## config.mk

```make
export PLATFORM = sky130hd
export DESIGN_NAME = calculation_mul_arbiter
export DESIGN_NICKNAME = d
export VERILOG_FILES = /design/src/rtl/calculation_mul_arbiter.sv
export SDC_FILE = /design/constraint.sdc
export NUM_CORES = 1
export LEC_CHECK = 0
export BUFFER_PORTS_ARGS = -buffer_cell sky130_fd_sc_hd__buf_2
export CORE_ASPECT_RATIO = 0.5
export CORE_MARGIN = 3
export CORE_UTILIZATION = 53
export DETAILED_ROUTE_END_ITERATION = 10
export PLACE_DENSITY = 0.9
export SLEW_MARGIN = 20
export SYNTH_ARGS = -nofsm -noshare
export SYNTH_HDL_FRONTEND = slang
export SYNTH_SLANG_ARGS = --single-unit
```

## constraint.sdc

```tcl
create_clock -name mulit_clk -period 7.7 [get_ports mulit_clk]
set_clock_uncertainty 0.2 [all_clocks]
set_input_delay 1.54 -clock mulit_clk [delete_from_list [all_inputs] [get_ports mulit_clk]]
set_output_delay 1.54 -clock mulit_clk [all_outputs]
set_load 0.1 [all_outputs]
```

## src/rtl/calculation_mul_arbiter.sv

```systemverilog
// Shares one 16x16 multiplier among NREQ requesters; product ids ride a tag pipe into a tagged FIFO.
// Build option: define MUL_ARB_FIXED_PRIO_EN for fixed lowest-index priority instead of round-robin.
module calculation_mul_arbiter #(
  parameter int NREQ       = 4,
  parameter int MUL_LAT    = 1,
  parameter int FIFO_DEPTH = 4,
  parameter int IDW        = 2
) (
  input  logic                 mulit_clk,
  input  logic                 mulit_rst,
  input  logic [NREQ-1:0]      req_valid,
  input  logic [16*NREQ-1:0]   req_a,
  input  logic [16*NREQ-1:0]   req_b,
  output logic [NREQ-1:0]      req_ready,
  output logic [15:0]          mul_a,
  output logic [15:0]          mul_b,
  input  logic [31:0]          mul_out,
  output logic                 rsp_valid,
  output logic [IDW-1:0]       rsp_id,
  output logic [31:0]          rsp_data,
  input  logic                 rsp_ready,
  output logic                 busy
);
  localparam int PW     = $clog2(FIFO_DEPTH);
  localparam int CW     = PW + 1;
  localparam int TW     = IDW + 1;
  localparam int PIPE_W = TW * (MUL_LAT + 1);

  logic [CW-1:0]     outstanding;
  logic [CW-1:0]     fifo_count;
  logic              credit;
  logic              grant_any;
  logic              xfer;
  logic              push;
  logic              pop;
  logic [IDW-1:0]    grant_id;
  logic [15:0]       sel_a;
  logic [15:0]       sel_b;
  logic [PIPE_W-1:0] tag_pipe;
  logic [TW-1:0]     tag_in;
  logic [TW-1:0]     tag_out;
  logic [PW-1:0]     wr_ptr;
  logic [PW-1:0]     rd_ptr;
  logic [31:0]       mem_data [FIFO_DEPTH];
  logic [IDW-1:0]    mem_id   [FIFO_DEPTH];

  // Credit counts every issued product until it is popped, so a full FIFO can never be pushed.
  assign credit = !mulit_rst && (outstanding < CW'(FIFO_DEPTH));

`ifdef MUL_ARB_FIXED_PRIO_EN
  always_comb begin
    grant_any = 1'b0;
    grant_id  = '0;
    for (int unsigned i = 0; i < NREQ; i++) begin
      if (!grant_any && req_valid[IDW'(i)]) begin
        grant_any = 1'b1;
        grant_id  = IDW'(i);
      end
    end
  end
`else
  logic [IDW-1:0] rr_ptr;
  logic [IDW-1:0] rr_idx;

  always_comb begin
    grant_any = 1'b0;
    grant_id  = '0;
    rr_idx    = '0;
    for (int unsigned k = 1; k <= NREQ; k++) begin
      rr_idx = IDW'((32'(rr_ptr) + k) % NREQ);
      if (!grant_any && req_valid[rr_idx]) begin
        grant_any = 1'b1;
        grant_id  = rr_idx;
      end
    end
  end

  always_ff @(posedge mulit_clk or posedge mulit_rst) begin
    if (mulit_rst)
      rr_ptr <= IDW'(NREQ - 1);
    else if (xfer)
      rr_ptr <= grant_id;
  end
`endif

  assign xfer      = credit && grant_any;
  assign req_ready = xfer ? (NREQ'(1) << grant_id) : '0;

  always_comb begin
    sel_a = '0;
    sel_b = '0;
    for (int unsigned i = 0; i < NREQ; i++) begin
      if (grant_id == IDW'(i)) begin
        sel_a = req_a[16*i +: 16];
        sel_b = req_b[16*i +: 16];
      end
    end
  end

  always_ff @(posedge mulit_clk or posedge mulit_rst) begin
    if (mulit_rst) begin
      mul_a <= '0;
      mul_b <= '0;
    end else if (xfer) begin
      mul_a <= sel_a;
      mul_b <= sel_b;
    end
  end

  // Stage 0 sits in the low bits; the oldest stage lines up with a valid mul_out.
  assign tag_in  = {xfer, grant_id};
  assign tag_out = tag_pipe[PIPE_W-1 -: TW];
  assign push    = tag_out[TW-1];

  if (MUL_LAT == 0) begin : g_tag_lat0
    always_ff @(posedge mulit_clk or posedge mulit_rst) begin
      if (mulit_rst)
        tag_pipe <= '0;
      else
        tag_pipe <= tag_in;
    end
  end else begin : g_tag_latn
    always_ff @(posedge mulit_clk or posedge mulit_rst) begin
      if (mulit_rst)
        tag_pipe <= '0;
      else
        tag_pipe <= {tag_pipe[PIPE_W-TW-1:0], tag_in};
    end
  end

  assign pop = rsp_valid && rsp_ready;

  always_ff @(posedge mulit_clk or posedge mulit_rst) begin
    if (mulit_rst) begin
      wr_ptr      <= '0;
      rd_ptr      <= '0;
      fifo_count  <= '0;
      outstanding <= '0;
      for (int unsigned i = 0; i < FIFO_DEPTH; i++) begin
        mem_data[PW'(i)] <= '0;
        mem_id[PW'(i)]   <= '0;
      end
    end else begin
      if (push) begin
        mem_data[wr_ptr] <= mul_out;
        mem_id[wr_ptr]   <= tag_out[IDW-1:0];
        wr_ptr           <= wr_ptr + PW'(1);
      end
      if (pop)
        rd_ptr <= rd_ptr + PW'(1);
      case ({push, pop})
        2'b10:   fifo_count <= fifo_count + CW'(1);
        2'b01:   fifo_count <= fifo_count - CW'(1);
        default: fifo_count <= fifo_count;
      endcase
      case ({xfer, pop})
        2'b10:   outstanding <= outstanding + CW'(1);
        2'b01:   outstanding <= outstanding - CW'(1);
        default: outstanding <= outstanding;
      endcase
    end
  end

  assign rsp_valid = (fifo_count != '0);
  assign rsp_id    = mem_id[rd_ptr];
  assign rsp_data  = mem_data[rd_ptr];
  assign busy      = (outstanding != '0);

endmodule

```

==> run summary, run 1 <==
Outcome: finished clean
Fin nets: 1043
Synth area leader: dfrtp_1
Slowest stage delay, CP: 460 ps
Share of flip-flops with an asynchronous set or reset: 1.000
Worst Setup Start Kind: primary input
Total wire length: 21580 um
DIE AREA: 0.01880 mm2
H-tree depth: 4
Most frequent cells in the layout: 238 x buf_2, 183 x dfrtp_1, 137 x mux2_2
Resized cells post-CTS: 0
Max-Cap Viols: 0
CP Buf/Inv Count: 3
Setup Viol. Count Final: 0
Post-synth EDFFs: 0
Most frequent CP cell: buf_2
Clock buffer depth: 2
Core box area: 0.01656 mm2
Hold-fix buffers, CTS: 0
Vias after detailed routing: 6419
Area Growth Syn to Fin: 20.34%
RSZ-0062 raised after global routing: false
Mapped Nets: 824
Largest net degree at the start of global routing: 114
CP required: 5960 ps
Filler cells: 1216
Worst-path clk slew: 70 ps
CP Capture Type: output pin
Sink Count: 186
Crit path kind: in2out
Setup slack, reg-to-reg: 4650 ps
Top delay family on crit path: buffers and inverters
GRT Total Usage: 0.2342
Post-Route Utilization: 0.6586
Layout cells sized above 1: 0.5573
HP Class: reg2reg
Number of global-route vias before repair: 6959
Initial Utilization: 0.5473
Synth cell types: 52
# IOs: 239
Cts bufs inserted: 17
Drt pass-1 iters: 5
Routed Antenna Nets: 0
Root Buffer Master: clkbuf_16
Final worst-path cycle share: 0.6634
Register Area: 0.004658 mm2
Multi-input gate area: 0.004074 mm2
Chip height: 98.46 um
Syn Std Cell Area: 0.009061 mm2
Initial antenna violation count: 1
Port bufs: 238
Least-Margin Pin Slew: 954.4 ps
DRC viols: 0
Sequential element share of the synthesized area: 0.5139
Commonest non-fill, non-tap cell in the layout: buf_2
Synthesized instance count: 650
Max-slew violations: 0
Worst-path fanout max: 32
Final hold violation count: 0
Slowest stage cell, crit path: buf_2
Total gr overflow: 0
Ys Warns: 0
Clk_lat worst skew: 420 ps
Mean Syn Cell Area: 13.94 um2
Top cell type's share of synthesized area: 0.5081
DP HPWL: 14940 um
Cell Rows: 33
Top_reg_cell synth: dfrtp_1
FF+latch count, synth: 186
Drt first-iter violations: 299
Routed len/inst: 19.48 um
Die width: 190.9 um
WP data arrival: 3370 ps
Max Freq: 0.1958 GHz
ANT cells: 0
Setup repair bufs after CTS: 0
Synth top area cells: dfrtp_1 51%, mux2_2 17%, mux4_2 8.5%
Drt via density: 5.793
Routability cong.: 0.9511
CTS tree: built
Max transition margin: 0.3615
Setup_tns: 0 ps
Worst path cell trace: buf_2, and2_4, o32a_2, nand2_4, inv_2, nor3_1, buf_2
Minimum clock period: 5108 ps
First-pass GRT wire length: 34880 um
[layer usage]
| layer | routed length, um | track usage |
|---|---|---|
| met1 | 8705 | 0.2908 |
| met2 | 11210 | 0.4101 |
| met5 | 19 | 0 |
| met3 | 1173 | 0.04940 |
| met4 | 478 | 0.08507 |
[worst paths after layout]
| check | to | cells after the start | start |
|---|---|---|---|
| worst max-delay path | req_ready[0] | 7 | req_valid[3] |
| worst min-delay path | tag_pipe[5] | 0 | tag_pipe[2] |
| worst max register to register | outstanding[2] | 9 | outstanding[2] |
| worst min register to register | tag_pipe[5] | 0 | tag_pipe[2] |
| max in group asynchronous | rd_ptr[0] | 3 | mulit_rst |
| min in group asynchronous | mul_b[8] | 2 | mulit_rst |
[Yosys cell counts (all sizes together) (3+ instances only)]
cell type	instances
xnor2	4
ha	5
mux4	34
a32oi	3
a22oi	25
buf	30
a2bb2oi	3
nor2	11
nand2	43
xor2	4
nand3	4
nor3	6
or3	3
o22ai	5
inv	14
a21oi	26
o31ai	4
o221ai	25
dfrtp	184
o21ai	10
mux2	137
a31oi	4
a21o	3
clkbuf	16
mux2i	27
[cell families (layout without fill, tap and decap cells)]
kind of cell | Yosys count | in the layout | share of synthesized area
adder cells (fa/ha/maj) | 7 | 7 | 0.01132
flip-flops | 186 | 186 | 0.5139
XOR/XNOR | 8 | 8 | 0.008562
multiplexers | 198 | 198 | 0.2846
AND/OR/NAND/NOR | 75 | 75 | 0.03728
buffers and inverters | 60 | 291 | 0.03797
AO/OA/AOI/OAI | 116 | 116 | 0.1063
[state kept, by name, summed over array words and instances (netlist names)]
register / cells
mem_id: 8
mul_a: 16
mem_data: 128
rd_ptr: 2
wr_ptr: 2
mul_b: 16
fifo_count: 3
rr_ptr: 2
tag_pipe: 6
outstanding: 3
[layout make-up]
type / count / share of cell area
Sequential cell: 186 / 0.4272
Multi-Input combinational cell: 404 / 0.3736
Timing Repair Buffer: 246 / 0.1147
Clock buffer: 19 / 0.04154
Tap cell: 227 / 0.02605
Clock inverter: 12 / 0.01113
Inverter: 14 / 0.005737
[per-stage QoR]
stage | cell area [um2] | cells | setup slack, ps | hold slack (ps)
after floorplan | 9061 | 650 | 906.2 | 131.2
after global placement | 10320 | 1077 | 2680 | 135.7
after detailed placement | 10320 | 1077 | 2558 | 136.3
after CTS | 10890 | 1108 | 2552 | 151.8
after global routing | 10900 | 1108 | 2542 | 168.2
final | 10900 | 1108 | 2592 | 151.0
Power of run 1 is left out: the tool's default activity adds up to more than one toggle a clock period on the data nets, which glitch-free logic cannot reach.
==> inputs of run 2 (changes only) <==
- clock period: 7.7 -> 5 ns (I/O delays scaled with it)
==> run 2 against run 1 <==
Worst hold slack better by 0.62 ps. First-iteration DRC count is 12% higher. Core utilization is 0.39 points higher. Non-clock buffer count is 4 higher. Die area stayed put. Highest routed layer unchanged. Global-route usage hardly changed. Count of clock-buffer cells in the layout is 2 lower. Routed wire length is 0.71% lower. Critical path depth stayed put.
==> run summary, run 2 (synthesis results as in run 1) <==
First-pass GRT wire length: 34940 um
Routed len/inst: 19.25 um
DP HPWL: 14820 um
Cts bufs inserted: 17
Initial Utilization: 0.5473
# IOs: 239
Root Buffer Master: clkbuf_16
GRT Total Usage: 0.2338
Total wire length: 21430 um
Layout cells sized above 1: 0.5576
Most flop-heavy register: mem_data
Number of global-route vias before repair: 6964
Final instance area: 0.01097 mm2
Routed Antenna Nets: 0
DIE AREA: 0.01880 mm2
Multi-input gate area: 0.004070 mm2
Area Growth Syn to Fin: 21.04%
Minimum clock period: 4001 ps
Setup repair bufs after CTS: 0
Port bufs: 238
RSZ-0062 raised after global routing: false
Final worst-path cycle share: 0.8002
Clk_lat worst skew: 420 ps
Placed instance area: 0.01036 mm2
Drt pass-1 iters: 6
Crit path kind: in2out
Least-Margin Pin Slew: 941.9 ps
Initial antenna violation count: 2
Worst-path fanout max: 32
Commonest non-fill, non-tap cell in the layout: buf_2
CP Capture Type: output pin
Worst Setup Start Kind: primary input
Max Freq: 0.2499 GHz
ANT cells: 0
Number of flip-flops in the largest register: 128
Chip height: 98.46 um
Outcome: finished clean
Drt first-iter violations: 335
CTS tree: built
Clock buffer depth: 2
Post-Route Utilization: 0.6624
Sink Count: 186
WP data arrival: 2800 ps
DRC viols: 0
Cell Rows: 33
Most frequent cells in the layout: 238 x buf_2, 183 x dfrtp_1, 137 x mux2_2
Vias after detailed routing: 6485
Resized cells post-CTS: 0
Die width: 190.9 um
Max-slew violations: 0
Fin nets: 1047
Register Area: 0.004658 mm2
Total gr overflow: 0
Top flop regs: mem_data: 128 flops, mul_a: 16 flops, mul_b: 16 flops
CP required: 3800 ps
HP Class: reg2reg
Max transition margin: 0.3708
Filler cells: 1202
Setup Viol. Count Final: 0
Core box area: 0.01656 mm2
Final hold violation count: 0
Setup_tns: 0 ps
Hold-fix buffers, CTS: 0
Max-Cap Viols: 0
Worst-path clk slew: 60 ps
Largest net degree at the start of global routing: 99
H-tree depth: 4
Routability cong.: 0.8977
Drt via density: 5.827
## run 2: changes by cell type in the layout (fill, tap and decap cells not counted), moves of 2 or more
| cell | previous run | this run |
|---|---|---|
| clkbuf_8 | 2 | 0 |
| inv_6 | 4 | 2 |
| buf_4 | 8 | 11 |
| clkinvlp_4 | 0 | 2 |
## run 2: through the flow
stage | setup WS (ps) | hold WS, ps | instances
final | 999.1 | 151.7 | 1113
after global routing | 897.1 | 165.7 | 1113
after CTS | 1036 | 155.3 | 1113
after detailed placement | 1044 | 140.4 | 1081
after global placement | 1059 | 132.1 | 1081
after floorplan | -212.4 | 131.2 | 650
## run 2: final timing paths
path / slack [ps] / depth (start not counted) / startpoint / to
setup reg to reg: 2450 / 5 / outstanding[2] / mul_a[3]
min in group asynchronous: 590 / 2 / mulit_rst / mul_b[9]
max in group asynchronous: 2900 / 3 / mulit_rst / mem_data[76]
setup / recovery: 1000 / 7 / req_valid[3] / req_ready[1]
hold / removal: 150 / 0 / tag_pipe[1] / tag_pipe[4]
hold reg to reg: 150 / 0 / tag_pipe[1] / tag_pipe[4]
## run 2: worst max-delay path, cell delays in order
cell and delay, ps:
buf_2 150, and2_4 180, o32a_2 380, nand2_4 150, inv_2 260, nor3_1 200
buf_2 460
## run 2: final cells by class
type / count / share of cell area
sequential: 186 / 0.4247
multi-input combinational: 404 / 0.3711
timing repair buffer: 250 / 0.1180
clock buffer: 17 / 0.03879
tap: 227 / 0.02590
clock inverter: 15 / 0.01620
inverter: 14 / 0.005362
## run 2: metal layers
metal  track usage  routed length [um]  vias up
met5             0                  16        -
met4       0.06648                 341        4
met3       0.04300                1092       37
met2        0.4153               11240      230
met1        0.2971                8738     3319
li1              -                   -     2895
Power of run 2 is left out for the same reason.
